===== config.mk =====
export PLATFORM = sky130hd
export DESIGN_NAME = div_restoring_seq_flat
export DESIGN_NICKNAME = d
export VERILOG_FILES = /design/src/rtl/div_restoring_seq_if.sv /design/src/rtl/div_restoring_seq.sv /design/src/flat_wrapper.sv
export SDC_FILE = /design/constraint.sdc
export NUM_CORES = 1
export LEC_CHECK = 0
export BUFFER_PORTS_ARGS = -buffer_cell sky130_fd_sc_hd__buf_4
export CORE_UTILIZATION = 50
export DETAILED_ROUTE_END_ITERATION = 8
export GPL_TIMING_DRIVEN = 0
export PLACE_DENSITY = 0.7
export SLEW_MARGIN = 20
export SYNTH_ARGS = -nofsm -noshare
export SYNTH_HDL_FRONTEND = slang
export SYNTH_SLANG_ARGS = --single-unit
export TNS_END_PERCENT = 1

===== constraint.sdc =====
create_clock -name clk -period 3.84 [get_ports clk]
set_input_delay 0.384 -clock clk [delete_from_list [all_inputs] [get_ports clk]]
set_output_delay 0.384 -clock clk [all_outputs]
set_load 0.005 [all_outputs]

===== src/rtl/div_restoring_seq_if.sv =====
// Operand/result bundle for the sequential restoring divider.
// valid/ready: a transfer happens on a rising clk edge where valid && ready; a source holds valid
// (and its data) until that edge, and the sink may raise or lower ready at any time.
interface div_restoring_seq_if #(
  parameter int WIDTH = 8
);
  logic             in_valid;
  logic             in_ready;
  logic [WIDTH-1:0] dividend;
  logic [WIDTH-1:0] divisor;
  logic             is_signed;
  logic             out_valid;
  logic             out_ready;
  logic [WIDTH-1:0] quotient;
  logic [WIDTH-1:0] remainder;
  logic             div_by_zero;

  // Issuing unit / result consumer side.
  modport master (
    output in_valid, dividend, divisor, is_signed, out_ready,
    input  in_ready, out_valid, quotient, remainder, div_by_zero
  );

  // Divider side.
  modport slave (
    input  in_valid, dividend, divisor, is_signed, out_ready,
    output in_ready, out_valid, quotient, remainder, div_by_zero
  );
endinterface


===== src/rtl/div_restoring_seq.sv =====
// Sequential restoring divider: one quotient bit per clock, optional two's-complement mode,
// divide-by-zero detection, valid/ready on both the operand and the result side.
module div_restoring_seq #(
  parameter int WIDTH     = 8,
  parameter bit SIGNED_EN = 1'b1
) (
  input  logic                clk,
  input  logic                rst_n,
  div_restoring_seq_if.slave  bus,
  output logic [1:0]          dbg_state
);

  typedef enum logic [1:0] {
    IDLE  = 2'd0,
    ITER  = 2'd1,
    FIXUP = 2'd2,
    DONE  = 2'd3
  } state_t;

  localparam int CW = $clog2(WIDTH + 1);

  state_t           state_q, state_d;
  logic [WIDTH-1:0] a_q;
  logic [WIDTH-1:0] q_q;
  logic [WIDTH-1:0] m_q;
  logic [WIDTH-1:0] dvd_q;
  logic [CW-1:0]    cnt_q;
  logic             neg_quo_q;
  logic             neg_rem_q;
  logic [WIDTH-1:0] quo_q;
  logic [WIDTH-1:0] rem_q;
  logic             out_valid_q;
  logic             dbz_q;

  logic             accept;
  logic             signed_op;
  logic [WIDTH-1:0] dvd_mag;
  logic [WIDTH-1:0] dvs_mag;
  logic [WIDTH:0]   a_sh;
  logic [WIDTH:0]   diff;
  logic             restore;
  logic [WIDTH-1:0] a_nx;
  logic [WIDTH-1:0] q_nx;
  logic             last_iter;
  logic [WIDTH-1:0] quo_fix;
  logic [WIDTH-1:0] rem_fix;

  assign bus.in_ready    = (state_q == IDLE) && rst_n;
  assign bus.out_valid   = out_valid_q;
  assign bus.quotient    = quo_q;
  assign bus.remainder   = rem_q;
  assign bus.div_by_zero = dbz_q;
  assign dbg_state       = state_q;

  assign accept    = bus.in_valid && bus.in_ready;
  assign signed_op = SIGNED_EN && bus.is_signed;
  assign dvd_mag   = (signed_op && bus.dividend[WIDTH-1]) ? -bus.dividend : bus.dividend;
  assign dvs_mag   = (signed_op && bus.divisor[WIDTH-1])  ? -bus.divisor  : bus.divisor;

  // The shifted partial remainder needs WIDTH+1 bits because M can be as large as 2^WIDTH-1.
  // Since a_sh < 2*M, bit WIDTH of the (WIDTH+1)-bit difference is set exactly when a_sh < M.
  assign a_sh      = {a_q, q_q[WIDTH-1]};
  assign diff      = a_sh - {1'b0, m_q};
  assign restore   = diff[WIDTH];
  assign a_nx      = restore ? a_sh[WIDTH-1:0] : diff[WIDTH-1:0];
  assign q_nx      = {q_q[WIDTH-2:0], ~restore};
  assign last_iter = (cnt_q == CW'(WIDTH - 1));

  // Quotient sign is the XOR of operand signs; remainder sign follows the dividend.
  assign quo_fix = neg_quo_q ? -q_q : q_q;
  assign rem_fix = neg_rem_q ? -a_q : a_q;

  always_ff @(posedge clk) begin
    if (!rst_n) state_q <= IDLE;
    else        state_q <= state_d;
  end

  always_comb begin
    state_d = state_q;
    case (state_q)
      IDLE: begin
        if (accept) state_d = (bus.divisor == '0) ? DONE : ITER;
      end
      ITER: begin
        if (last_iter) state_d = FIXUP;
      end
      FIXUP: state_d = DONE;
      DONE: begin
        if (out_valid_q && bus.out_ready) state_d = IDLE;
      end
      default: state_d = IDLE;
    endcase
  end

  always_ff @(posedge clk) begin
    if (!rst_n) begin
      a_q         <= '0;
      q_q         <= '0;
      m_q         <= '0;
      dvd_q       <= '0;
      cnt_q       <= '0;
      neg_quo_q   <= 1'b0;
      neg_rem_q   <= 1'b0;
      quo_q       <= '0;
      rem_q       <= '0;
      out_valid_q <= 1'b0;
      dbz_q       <= 1'b0;
    end else begin
      case (state_q)
        IDLE: begin
          if (accept) begin
            dvd_q     <= bus.dividend;
            m_q       <= dvs_mag;
            q_q       <= dvd_mag;
            a_q       <= '0;
            cnt_q     <= '0;
            neg_quo_q <= signed_op && (bus.dividend[WIDTH-1] ^ bus.divisor[WIDTH-1]);
            neg_rem_q <= signed_op && bus.dividend[WIDTH-1];
            dbz_q     <= 1'b0;
          end
        end
        ITER: begin
          a_q   <= a_nx;
          q_q   <= q_nx;
          cnt_q <= cnt_q + CW'(1);
        end
        FIXUP: begin
          quo_q       <= quo_fix;
          rem_q       <= rem_fix;
          out_valid_q <= 1'b1;
        end
        DONE: begin
          // DONE is only entered with out_valid low on the divide-by-zero path.
          if (!out_valid_q) begin
            quo_q       <= '1;
            rem_q       <= dvd_q;
            dbz_q       <= 1'b1;
            out_valid_q <= 1'b1;
          end else if (bus.out_ready) begin
            out_valid_q <= 1'b0;
          end
        end
        default: ;
      endcase
    end
  end

endmodule


===== src/flat_wrapper.sv =====
// flat-port wrapper written by rule: the top's interface ports become plain ports
module div_restoring_seq_flat 
#(
  parameter int WIDTH     = 8,
  parameter bit SIGNED_EN = 1'b1
)
  (clk, rst_n, dbg_state, bus_in_valid, bus_dividend, bus_divisor, bus_is_signed, bus_out_ready, bus_in_ready, bus_out_valid, bus_quotient, bus_remainder, bus_div_by_zero);
  div_restoring_seq_if #(.WIDTH(WIDTH)) bus_i ();
  input  logic clk;
  input  logic rst_n;
  output logic [1:0] dbg_state;
  input wire logic [$bits(bus_i.in_valid)-1:0] bus_in_valid;
  input wire logic [$bits(bus_i.dividend)-1:0] bus_dividend;
  input wire logic [$bits(bus_i.divisor)-1:0] bus_divisor;
  input wire logic [$bits(bus_i.is_signed)-1:0] bus_is_signed;
  input wire logic [$bits(bus_i.out_ready)-1:0] bus_out_ready;
  output wire logic [$bits(bus_i.in_ready)-1:0] bus_in_ready;
  output wire logic [$bits(bus_i.out_valid)-1:0] bus_out_valid;
  output wire logic [$bits(bus_i.quotient)-1:0] bus_quotient;
  output wire logic [$bits(bus_i.remainder)-1:0] bus_remainder;
  output wire logic [$bits(bus_i.div_by_zero)-1:0] bus_div_by_zero;
  assign bus_i.in_valid = bus_in_valid;
  assign bus_i.dividend = bus_dividend;
  assign bus_i.divisor = bus_divisor;
  assign bus_i.is_signed = bus_is_signed;
  assign bus_i.out_ready = bus_out_ready;
  assign bus_in_ready = bus_i.in_ready;
  assign bus_out_valid = bus_i.out_valid;
  assign bus_quotient = bus_i.quotient;
  assign bus_remainder = bus_i.remainder;
  assign bus_div_by_zero = bus_i.div_by_zero;
  div_restoring_seq #(.WIDTH(WIDTH), .SIGNED_EN(SIGNED_EN)) u_core (.clk(clk), .rst_n(rst_n), .bus(bus_i), .dbg_state(dbg_state));
endmodule

==> flow_summary.yaml <==
run_status:
  outcome: "finished, violations left"
  failed_checks: "DRC"
critical_path:
  endpoint_kind: "flip-flop"
  worstSetupPathType: "flip-flop to flip-flop"
  path_max_fanout: 10
  required_ns: 4.06
  startpoint_type: "flip-flop"
  arrival_ns: 2.58
place:
  io_buffers: 41
  place_ws_ns: 1.52
  hpwlAfterDp_mm: 6.55
  place.gp.congestion: 0.892
detailed_routing:
  drt_iter0_drc: 175
  drtPass1Iterations: 7
  wl_met1_mm: 4.21
  top_layer: "met4"
  route.detailed.wl_per_inst_um: 15.2
  routed-wl-met3_um: 489
  met2_length_mm: 3.64
  vias: 3113
  drc: 5
  routed_wl_mm: 8.46
  viasPerCell: 5.61
  antenna_left: 0
sta:
  worst_pin_slew_ns: 0.689
  clock.fmax_mhz: 424
  hold_viol_final: 0
  fin_crit_ns: 2.36
  slew_viol_final: 0
  fin_crit_sh_pct: 61.5
  rsz0062_at_grt: "no"
  setup-violations-final: 0
  finClkSkew_ns: 0.00842
  finalSetupTns_ns: 0
  slew_headroom_pct: 53.8
  fin_ws_ns: 1.48
logic_synthesis:
  ys_top_cells_by_count: "nand2_1, dfxtp_1, o21ai_0"
  synth_top_flop_cell: "dfxtp_1"
  ys_ff_latch: 58
  yosys_warnings: 0
  synth.top_cells.by_area: "dfxtp_1, ha_1, nand2_1, o21ai_0, xnor2_1"
  synth_cells: 421
  syn_nets: 461
  synth_area_leader_cell: "dfxtp_1"
  synth_top_area_share_pct: 34.1
  synth_enable_flop_cells: 0
  yosysMostFrequentCell: "nand2_1"
  syn_area_per_cell_um2: 8.10
  netlist_area_um2: 3410
  synth-seq-area-share_pct: 34.1
  async_flop_share_pct: 0
  synth.distinct_cells: 53
die:
  die_area_um2: 7150
  die_h_um: 84.6
  ios: 42
  die_width_um: 84.6
  rows: 29
  core_um2: 6460
  initial_core_util_pct: 52.8
power_and_ir_drop:
  pwr-share-clk_pct: 23.4
  power.internal_uw: 1640
  sw_frac_of_total_pct: 38.7
  power_density_nw_per_um2: 664
  ir_drop_mv: 0.336
  power.static_leakage_uw: 0.00171
  p_sw_uw: 1040
  power_frac_seq_pct: 31.1
  combPwrFrac_pct: 45.5
cts:
  cts_inserted_buffers: 9
  cts_sinks: 58
  post_cts_resized: 0
  post_cts_buffers: 0
  cts_tree: "done"
  clockRootBuffer: "clkbuf_8"
  cts_buffer_depth: 2
  cts-htree-levels: 3
  clk_latency_ns: 0.34
  hold_buffers: 0
  path_clk_slew_ns: 0.07
hold_path:
  holdCritPathClass: "input pin to flip-flop"
grt:
  grt_pass1_vias: 2850
  antenna_found_initial: 0
  grt_max_degree: 11
  grt.total_usage_pct: 25.2
  grt.overflow.total: 0
  grt_pass1_wl_mm: 14.1
job:
  maxCapViolCount: 0
final_layout:
  diodes: 0
  syn2layout_area_growth_pct: 18.3
  drive_gt1_share_pct: 14.6
  finish.utilization_pct: 62.4
  final_nets: 513
==> registers in the layout, indices dropped and copies added (netlist names) <==
name                    flops
u_core.a_q                  8
u_core.bus.div_by_zero      1
u_core.bus.out_valid        1
u_core.bus.quotient         8
u_core.bus.remainder        8
u_core.cnt_q                4
u_core.dbg_state            2
u_core.dvd_q                8
u_core.m_q                  8
u_core.neg_quo_q            1
u_core.neg_rem_q            1
u_core.q_q                  8
==> cells by family after synthesis <==
| family | after synthesis | share of synthesized area (%) |
|---|---|---|
| compound gates | 106 | 20.3 |
| xor+xnor | 26 | 6.68 |
| fa+ha+maj | 19 | 7.20 |
| buf+inv | 45 | 5.32 |
| flops | 58 | 34.1 |
| mux | 15 | 4.41 |
| simple gates | 152 | 22.0 |
==> final timing paths <==
kind / start / end / slack [ns] / cells after the start
hold / removal: bus_dividend[6] / u_core.dvd_q[6]$_SDFFE_PN0P_ / 0.27 / 3
hold reg to reg: u_core.m_q[7]$_SDFFE_PN0P_ / u_core.m_q[7]$_SDFFE_PN0P_ / 0.46 / 2
setup reg to reg: u_core.q_q[7]$_SDFFE_PN0P_ / u_core.a_q[7]$_SDFFE_PN0P_ / 1.48 / 10
setup / recovery: u_core.q_q[7]$_SDFFE_PN0P_ / u_core.a_q[7]$_SDFFE_PN0P_ / 1.48 / 10
==> critical path: stages, from the launching register on <==
cell	delay [ns]
dfxtp_1	0.33
inv_1	0.09
ha_1	0.21
fa_1	0.44
nor2b_4	0.14
o31a_1	0.19
o21ai_1	0.12
a31oi_4	0.22
buf_6	0.19
a2bb2oi_1	0.20
o31ai_2	0.08
==> cells in the final DEF (no fill, tap or decap), types with 2 or more instances in the layout <==
master and count:
nand2b_1 6, a22o_1 2, nand2_1 59, a21boi_0 2
dfxtp_1 58, inv_1 21, clkbuf_1 15, o311ai_0 3
buf_2 4, xnor2_1 19, o22ai_1 3, nand3_1 28
a21oi_1 23, nor4_1 2, and2_1 3, and3_1 3
buf_1 4, ha_1 18, o31ai_1 6, nand3b_1 4
o211ai_1 2, o21ai_1 6, nor2b_1 13, o21ai_0 35
o311a_1 2, o211a_1 6, mux2i_1 15, a22oi_1 2
clkinv_2 2, o2111ai_1 2, nor2_1 17, bufinv_16 2
clkbuf_8 10, buf_4 41, xor2_1 7, nor3_1 6
or3_1 5, a31oi_1 2
==> stage by stage <==
| step | total power (uW) | hold WS (ns) | instances | area [um^2] |
|---|---|---|---|---|
| 3_5_place_dp | 2050 | 0.452 | 539 | 3810 |
| 3_3_place_gp | 2020 | 0.444 | 539 | 3810 |
| 5_1_grt | 2870 | 0.256 | 555 | 4030 |
| 6_report | 2680 | 0.269 | 555 | 4030 |
| 2_1_floorplan | 1700 | 0.429 | 421 | 3410 |
| 4_1_cts | 2680 | 0.252 | 555 | 4030 |
==> routing by layer <==
layer,up-vias,global-route usage [%]
met1,1431,37.0
li1,1580,-
met2,89,36.7
met5,-,0
met3,13,5.80
met4,0,7.24
==> power groups by stage <==
stage | combinational, uW | clock [uW] | sequential [uW]
2_1_floorplan | 878 | 0 | 820
3_3_place_gp | 1180 | 0 | 838
3_5_place_dp | 1200 | 0 | 842
4_1_cts | 1210 | 640 | 829
5_1_grt | 1350 | 669 | 848
6_report | 1220 | 626 | 832
==> layout make-up <==
class	count	area, um^2
Buffer	23	98.8
Timing Repair Buffer	41	308
Tap cell	77	96.3
Fill cell	598	2430
Clock buffer	11	141
Clock inverter	5	77.6
Sequential cell	58	1160
Multi-Input combinational cell	318	2070
Inverter	22	82.6
Power figures use the tool's default switching activity.
